==> config.mk <==
export PLATFORM = sky130hd
export DESIGN_NAME = machine_trap_unit
export DESIGN_NICKNAME = d
export VERILOG_FILES = /design/src/rtl/machine_trap_unit.sv
export SDC_FILE = /design/constraint.sdc
export NUM_CORES = 1
export LEC_CHECK = 0
export BUFFER_PORTS_ARGS = -buffer_cell sky130_fd_sc_hd__buf_4
export CAP_MARGIN = 20
export CORE_MARGIN = 8
export CORE_UTILIZATION = 45
export DETAILED_ROUTE_END_ITERATION = 10
export PLACE_DENSITY = 0.68
export SLEW_MARGIN = 40
export SYNTH_ARGS = -nofsm -noshare
export SYNTH_HDL_FRONTEND = slang
export SYNTH_SLANG_ARGS = --single-unit
==> constraint.sdc <==
create_clock -name clk -period 2.7 [get_ports clk]
set_clock_uncertainty 0.15 [all_clocks]
set_input_delay 0.135 -clock clk [delete_from_list [all_inputs] [get_ports clk]]
set_output_delay 0.135 -clock clk [all_outputs]
set_load 0.03 [all_outputs]
==> src/rtl/machine_trap_unit.sv <==
// machine_trap_unit: M-mode trap/CSR unit; trap arbitration, stall-safe commit; HOLY_TRAP_SYNC_IRQ_EN adds 2-flop irq synchronizers
module machine_trap_unit #(
    parameter logic [31:0] MTVEC_RESET = 32'h0000_0000,
    parameter logic [31:0] HART_ID     = 32'd0
) (
    input  logic        clk,
    input  logic        rst_n,
    input  logic        stall,
    input  logic [31:0] pc,
    input  logic        exception,
    input  logic [30:0] exception_cause,
    input  logic        m_ret,
    input  logic        csr_write_enable,
    input  logic [11:0] csr_addr,
    input  logic [2:0]  csr_func3,
    input  logic [31:0] csr_wdata,
    input  logic        irq_timer,
    input  logic        irq_soft,
    input  logic        irq_ext,
    output logic [31:0] csr_rdata,
    output logic        trap,
    output logic [31:0] mtvec_o,
    output logic [31:0] mepc_o
);
    typedef enum logic {IDLE, PENDING} state_t;

    state_t      state_q, state_d;
    logic        mie_bit_q, mie_bit_d, mpie_q, mpie_d;
    logic [31:0] mie_q, mie_d, mtvec_q, mtvec_d, mscratch_q, mscratch_d;
    logic [31:0] mepc_q, mepc_d, mcause_q, mcause_d, hold_pc_q, hold_pc_d, hold_cause_q, hold_cause_d;
    logic [31:0] mip, mstatus, pend, cause, wval, trap_pc, trap_cause;
    logic        idle, irq_req, trap_req, commit_trap, commit_mret, commit_csr;

`ifdef HOLY_TRAP_SYNC_IRQ_EN
    logic [2:0] irq_s1_q, irq_s2_q;
    // two-flop synchronizer for {ext, timer, soft}
    always_ff @(posedge clk) begin
        if (!rst_n) begin
            irq_s1_q <= '0;
            irq_s2_q <= '0;
        end else begin
            irq_s1_q <= {irq_ext, irq_timer, irq_soft};
            irq_s2_q <= irq_s1_q;
        end
    end
    assign mip = {20'b0, irq_s2_q[2], 3'b0, irq_s2_q[1], 3'b0, irq_s2_q[0], 3'b0};
`else
    assign mip = {20'b0, irq_ext, 3'b0, irq_timer, 3'b0, irq_soft, 3'b0};
`endif

    assign mstatus  = {19'b0, 2'b11, 3'b0, mpie_q, 3'b0, mie_bit_q, 3'b0};
    assign pend     = mie_q & mip;
    assign irq_req  = mie_bit_q & (|pend);
    assign cause    = exception ? {1'b0, exception_cause} :
                      pend[11]  ? 32'h8000_000B :
                      pend[3]   ? 32'h8000_0003 : 32'h8000_0007;
    assign trap_req = exception | irq_req;
    assign idle     = (state_q == IDLE);
    assign trap     = idle & trap_req;
    // a held trap commits on the first unstalled cycle, ignoring anything new
    assign commit_trap = !stall & (idle ? trap_req : 1'b1);
    assign trap_pc     = idle ? pc : hold_pc_q;
    assign trap_cause  = idle ? cause : hold_cause_q;
    assign commit_mret = idle & !stall & !trap_req & m_ret;
    assign commit_csr  = idle & !stall & !trap_req & !m_ret & csr_write_enable & (csr_func3 inside {3'b001, 3'b101, 3'b010, 3'b110, 3'b011, 3'b111});
    assign wval = (csr_func3 inside {3'b001, 3'b101}) ? csr_wdata :
                  (csr_func3 inside {3'b010, 3'b110}) ? (csr_rdata | csr_wdata) : (csr_rdata & ~csr_wdata);
    assign mtvec_o = mtvec_q;
    assign mepc_o  = mepc_q;

    // CSR read mux, returns the pre-write value
    always_comb begin
        csr_rdata = '0;
        case (csr_addr)
            12'h300: csr_rdata = mstatus;
            12'h304: csr_rdata = mie_q;
            12'h305: csr_rdata = mtvec_q;
            12'h340: csr_rdata = mscratch_q;
            12'h341: csr_rdata = mepc_q;
            12'h342: csr_rdata = mcause_q;
            12'h344: csr_rdata = mip;
            12'hF14: csr_rdata = HART_ID;
            default: csr_rdata = '0;
        endcase
    end

    // next state: trap commit beats MRET beats CSR write
    always_comb begin
        state_d      = state_q;
        hold_pc_d    = hold_pc_q;
        hold_cause_d = hold_cause_q;
        mie_bit_d    = mie_bit_q;
        mpie_d       = mpie_q;
        mie_d        = mie_q;
        mtvec_d      = mtvec_q;
        mscratch_d   = mscratch_q;
        mepc_d       = mepc_q;
        mcause_d     = mcause_q;
        if (idle && trap_req && stall) begin
            state_d      = PENDING;
            hold_pc_d    = pc;
            hold_cause_d = cause;
        end else if (!idle && !stall) begin
            state_d = IDLE;
        end
        if (commit_trap) begin
            mepc_d    = trap_pc & ~32'd3;
            mcause_d  = trap_cause;
            mpie_d    = mie_bit_q;
            mie_bit_d = 1'b0;
        end else if (commit_mret) begin
            mie_bit_d = mpie_q;
            mpie_d    = 1'b1;
        end else if (commit_csr) begin
            case (csr_addr)
                12'h300: begin
                    mie_bit_d = wval[3];
                    mpie_d    = wval[7];
                end
                12'h304: mie_d      = wval & 32'h0000_0888;
                12'h305: mtvec_d    = wval & ~32'd3;
                12'h340: mscratch_d = wval;
                12'h341: mepc_d     = wval & ~32'd3;
                12'h342: mcause_d   = wval;
                default: ;
            endcase
        end
    end

    // state registers
    always_ff @(posedge clk) begin
        if (!rst_n) begin
            state_q      <= IDLE;
            hold_pc_q    <= '0;
            hold_cause_q <= '0;
            mie_bit_q    <= 1'b0;
            mpie_q       <= 1'b0;
            mie_q        <= '0;
            mtvec_q      <= MTVEC_RESET & ~32'd3;
            mscratch_q   <= '0;
            mepc_q       <= '0;
            mcause_q     <= '0;
        end else begin
            state_q      <= state_d;
            hold_pc_q    <= hold_pc_d;
            hold_cause_q <= hold_cause_d;
            mie_bit_q    <= mie_bit_d;
            mpie_q       <= mpie_d;
            mie_q        <= mie_d;
            mtvec_q      <= mtvec_d;
            mscratch_q   <= mscratch_d;
            mepc_q       <= mepc_d;
            mcause_q     <= mcause_d;
        end
    end
endmodule

Word-level counts from Yosys, hierarchy flattened
Index checks and enable logic that the tools add are counted.
Word-level totals
  register bits after elaboration: 194
  input port bits: 119
  output and inout bits: 97
  logic and storage cells: 94
Cells by class
  eq/ne operators: 14
  muxes and demuxes: 26
  bitwise operators: 18
  reductions and logical operators: 26
Operator list (number)
  32-bit 2-to-1 mux: 13
  32-bit one-hot mux with 7 select lines: 1
  12-bit by 10-bit equality test with 1-bit output, second input constant: 7
  32-bit AND: 1
  32-bit NOT: 1
  32-bit bitwise OR: 1
  32-bit OR reduction: 1
  2-bit nonzero test: 8
  12-bit AND: 1
  4-bit AND reduction: 3
  1-bit 2-to-1 mux: 10
  1-bit AND: 9
  3-bit equality test, second input constant: 3
  3-bit by 2-bit equality test with 1-bit output, second input constant: 2
  3-bit AND reduction: 2
  3-bit nonzero test: 2
  6-bit nonzero test: 1
  4-bit 2-to-1 mux: 1
  1-bit NOT: 4
  2-bit AND reduction: 2
  3-bit by 1-bit equality test with 1-bit output, second input constant: 1
  1-bit logical AND: 3
  1-bit logical NOT: 3
  3-bit 2-to-1 mux: 1
  3 further kinds: 3

Depth between registers and ports, before layout
  depth in word-level cells: 12
  gate-level depth with buffers: 9
  gate-level depth less buffers: 6

Worst setup path after synthesis
OpenSTA, ideal clock, no wires.
  kind: in2reg
  start point: input csr_addr[5]
  end point: register mepc_q[12], in the netlist mepc_o[12]
  setup time: 92 ps
  data arrival time: 2316 ps
  data required time: 2458 ps
  slack: 142 ps
  stages on the path: 8
  path buffers: 2
  path through: or4_1 -> buf_2 -> nor4b_4 -> buf_2 -> nand3_1 -> o21ai_1 -> o211ai_1 -> o32ai_1
On the way
  longest elaborated chain between the ends: 9
  elaborated cells between the ends (all ways): 18
  those cells by class: 7 x eq/ne; 7 x mux; 2 x bitwise; 2 x reduce/logical
RTL lines
  from (decl): line 14  | input logic [11:0] csr_addr,
  12-bit by 10-bit equality test with 1-bit output: line 74  | case (csr_addr)
  32-bit one-hot mux with 7 select lines *: line 74
  net csr_rdata[12]: line 20  | output logic [31:0] csr_rdata,
  32-bit AND / 32-bit bitwise OR (equally long branches): line 67  | (csr_func3 inside {3'b010, 3'b110}) ? (csr_rdata | csr_wdata) : (csr_rdata & ~csr_wdata);
  32-bit 2-to-1 mux *: line 67
  32-bit 2-to-1 mux *: line 66  | assign wval = (csr_func3 inside {3'b001, 3'b101}) ? csr_wdata :
  32-bit 2-to-1 mux *: line 115  | case (csr_addr)
  32-bit 2-to-1 mux *: line 114  | end else if (commit_csr) begin
  32-bit 2-to-1 mux *: line 111  | end else if (commit_mret) begin
  32-bit 2-to-1 mux *: line 106  | if (commit_trap) begin
  to (signal assigned): line 152  | mepc_q <= mepc_d;
  to (decl): line 30  | logic [31:0] mepc_q, mepc_d, mcause_q, mcause_d, hold_pc_q, hold_pc_d, hold_cause_q, hold_cause_d;
The timed path passes the listed nets; every way through them passes the cells marked *. The select of a mux whose other input is x is not followed.
A chain may end at the register's enable or synchronous reset.

Worst setup path after layout
  start point: register mie_q[3]
  end point: register hold_cause_q[11]
On the way
  longest elaborated chain between the ends: 6
RTL lines
  from (decl): line 29  | logic [31:0] mie_q, mie_d, mtvec_q, mtvec_d, mscratch_q, mscratch_d;
  from (signal assigned): line 149  | mie_q <= mie_d;
  12-bit AND: line 52  | assign pend = mie_q & mip;
  32-bit OR reduction: line 53  | assign irq_req = mie_bit_q & (|pend);
  1-bit AND: line 53
  1-bit bitwise OR: line 57  | assign trap_req = exception | irq_req;
  1-bit logical AND (2 in a row): line 99  | if (idle && trap_req && stall) begin
  to (signal assigned): line 146  | hold_cause_q <= hold_cause_d;
  to (decl): line 30
No other way between the ends.

==> results.py <==
metrics = {
    "detailed_routing": {
        "vias": 10100,
        "drt-vias-per-instance": 5.83,
        "route.detailed.drc": 0,
        "wl_met2_um": 14200,
        "drtPass1Iterations": 5,
        "postRouteAntennaNets": 0,
        "wl_um": 33800,
        "dr_wl_met3_um": 3200,
        "wl_met1_um": 15900,
        "drt_iter0_markers": 1169,
        "maxUsedRoutingLayer": "met4",
        "wl_per_cell_um": 19.4,
    },
    "yosys": {
        "synth_fa_ha_area_share_pct": 0,
        "netlist_top_cells_area": "dfxtp_1 39%, mux2i_1 7.5%, nor2_1 7.0%, a21oi_1 5.3%, nand2_1 5.3%",
        "syn_inst": 1211,
        "synth-main-ff-cell": "dfxtp_1",
        "synth-warning-count": 0,
        "yosys.area_share.simple_pct": 17.3,
        "synth-seq-cells": 192,
        "syn_area_mm2": 0.00986,
        "synth_compound_gate_area_share_pct": 28.1,
        "synth_top_family_by_area": "compound AO/OA/AOI/OAI gates",
        "yosysSeqAreaShare_pct": 39.0,
        "ys_types": 58,
        "avgSynthCellArea_um2": 8.14,
        "synthArstFlopShare_pct": 0,
        "synth_top_cell_area_share_pct": 39.0,
        "synth_top_area_cell": "dfxtp_1",
        "synth_xor_area_share_pct": 2.84,
        "synth_edf_count": 0,
        "synthMuxAreaShare_pct": 7.74,
    },
    "floorplan": {
        "start_util_pct": 45.5,
        "die_x_um": 164,
        "rows": 54,
        "coreArea_mm2": 0.0217,
        "pin_count": 216,
        "die-area_mm2": 0.0269,
        "dieHeight_um": 164,
    },
    "job": {
        "max_cap_viol_count": 0,
    },
    "grt": {
        "grt_pass1_wl_um": 52200,
        "grt-ovfl-total": 0,
        "grt_pass1_vias": 9262,
        "grt_use_total_pct": 24.5,
        "grt_max_degree": 89,
        "antenna_found_initial": 0,
    },
    "critical_path": {
        "crit_chain": "a222oi_1 > o21ai_0 > and3_1 > buf_4 > nand3_1 > dlygate4sd3_1 > a21oi_1",
        "endpoint_kind": "flip-flop",
        "r2r_cells": 7,
        "path_buf_inv": 2,
        "crit_type": "flip-flop to flip-flop",
        "max_stage_delay_ps": 560,
        "r2r-end": "hold_cause_q[11]",
        "critPathRequiredTime_ps": 2840,
        "worstReg2RegStart": "mie_q[3]",
        "path_max_fanout": 40,
        "crit_slowest_cell": "dlygate4sd3_1",
        "rrSetupSlack_ps": 140,
        "start_kind": "flip-flop",
        "path_delay_family": "buffers and inverters",
        "cp.arrival_ps": 2690,
    },
    "final_layout": {
        "multiInputGateArea_mm2": 0.00556,
        "nets": 1566,
        "post-route-util_pct": 60.7,
        "syn_to_final_growth_pct": 33.6,
        "instances_no_fill": 1740,
        "diodes": 0,
        "layout-drive-gt1-share_pct": 21.2,
        "layout.cells.most_common": "buf_4",
        "final_cell_mix": "243 x buf_4, 191 x dfxtp_1, 182 x nor2_1",
        "fill_cells": 1920,
        "seq_area_mm2": 0.00385,
    },
    "hold_path": {
        "hold_path_depth": 2,
        "hold_end": "hold_cause_q[31]",
        "hp-start": "exception",
        "hold_class": "input pin to flip-flop",
    },
    "power": {
        "intPower_mw": 4.88,
        "ir_worst_vdd_v": 0.000471,
        "p_leak_nw": 5.48,
        "power.density_mw_per_mm2": 508,
        "netSwitchingFraction_pct": 27.1,
        "power_frac_clock_pct": 39.4,
        "seqPwrFrac_pct": 44.4,
        "finalPower_mw": 6.69,
        "p_switching_mw": 1.81,
        "power_frac_comb_pct": 16.2,
    },
    "placed_design": {
        "place_ws_ps": 234,
        "dp_hpwl_um": 23800,
        "place.gp.congestion": 0.901,
        "dp.cells": 1638,
        "io_buffer_count": 208,
    },
    "outcome": {
        "status": "complete, no violations",
    },
    "timing": {
        "worst_slack_ps": 145,
        "slew_violations": 0,
        "finalSetupTns_ps": 0,
        "rsz0062_at_grt": "no",
        "final-setup-viol-count": 0,
        "max_freq_mhz": 391,
        "relSlewSlack_pct": 42.7,
        "final_hold_viol_count": 0,
        "layout_min_cycle_time_ps": 2560,
        "timing.final.crit_share_pct": 94.6,
        "worst_pin_slew_ps": 859,
    },
    "clock_tree": {
        "tritoncts": "yes",
        "htree_levels": 4,
        "clock_sinks": 192,
        "cts.clk_slew.worst_paths_ps": 70,
        "cts_buffers": 17,
        "clock_latency_ps": 430,
        "root_buffer": "clkbuf_16",
        "ctsLongestPathBuffers": 2,
    },
}
power groups by stage:
stage,logic [mW],registers [mW],clock network (mW)
after floorplan,0.528,3.07,0
after global placement,0.968,3.03,0
after detailed placement,0.983,3.04,0
after CTS,1.07,2.97,2.66
after global routing,1.16,2.98,2.77
final,1.08,2.97,2.64
synth_stat cells, types with 2 or more instances:
master,number
mux2_2,2
o21ba_2,2
nor2_2,2
a31oi_1,2
o21ai_1,2
a21oi_1,105
a221oi_1,29
buf_2,11
a22o_1,56
nor3_1,5
nand2b_1,2
nand2_1,138
a21o_1,26
mux2i_1,74
a211oi_1,12
clkbuf_1,83
o2bb2ai_1,28
dfxtp_1,192
nand3_1,36
and3_1,10
nor3_2,2
a221o_1,28
buf_4,7
buf_6,2
o211ai_1,2
a22oi_1,29
nor2_1,183
o21ai_0,65
nand4bb_1,2
buf_1,8
xnor2_1,31
nand3b_1,5
inv_1,5
layer usage:
layer | track usage, % | vias to the layer above
met4 | 5.74 | 0
met1 | 37.6 | 4789
met5 | 0 | -
met3 | 4.24 | 36
met2 | 34.3 | 474
li1 | - | 4849
worst max-delay path by stage:
stage / startpoint / end / cells past startpoint
after floorplan: csr_addr[5] / mepc_o[12] / 8
after global placement: csr_addr[5] / mepc_o[23] / 8
after detailed placement: csr_addr[5] / mcause_q[7] / 9
after CTS: state_q / hold_cause_q[12] / 7
after global routing: state_q / hold_cause_q[11] / 7
final: mie_q[3] / hold_cause_q[11] / 7
layout make-up:
cell class / count / share of cell area, %
well taps: 280 / 2.66
inverters: 6 / 0.199
multi-input cells: 905 / 42.2
repair buffers: 325 / 21.1
clock inverters: 10 / 0.940
flip-flops and latches: 192 / 29.2
clock buffers: 22 / 3.76
stage by stage:
stage / hold WS, ps / area [um2]
detailed placement: 252 / 11800
CTS: 38.0 / 13200
finish: 49.0 / 13200
global placement: 242 / 11800
floorplan: 121 / 9870
global route: 70.1 / 13200
state kept, by name, indices dropped and copies added (netlist names):
register	flops
mie_bit_q	1
mepc_o	30
hold_pc_q	30
mie_q	3
hold_cause_q	32
mtvec_o	30
state_q	1
mscratch_q	32
mpie_q	1
mcause_q	32
logic make-up (layout without fill, tap and decap cells):
group	count (synthesis)	after routing
and+or+nand+nor	398	398
other	1	4
DFF	192	192
xor gates and xnor gates	32	32
buffers and inverters	117	363
muxes	76	76
AOI/OAI and AO/OA	395	395
timing repair:
| item | in CTS | in global routing |
|---|---|---|
| hold buffers | 70 | 0 |
| setup endpoints to repair | 0 | 2 |
| setup buffers | 0 | 0 |
| endpoints found under the hold margin | 91 | 0 |
| gates resized for setup | 0 | 2 |
Power figures use the tool's default switching activity.
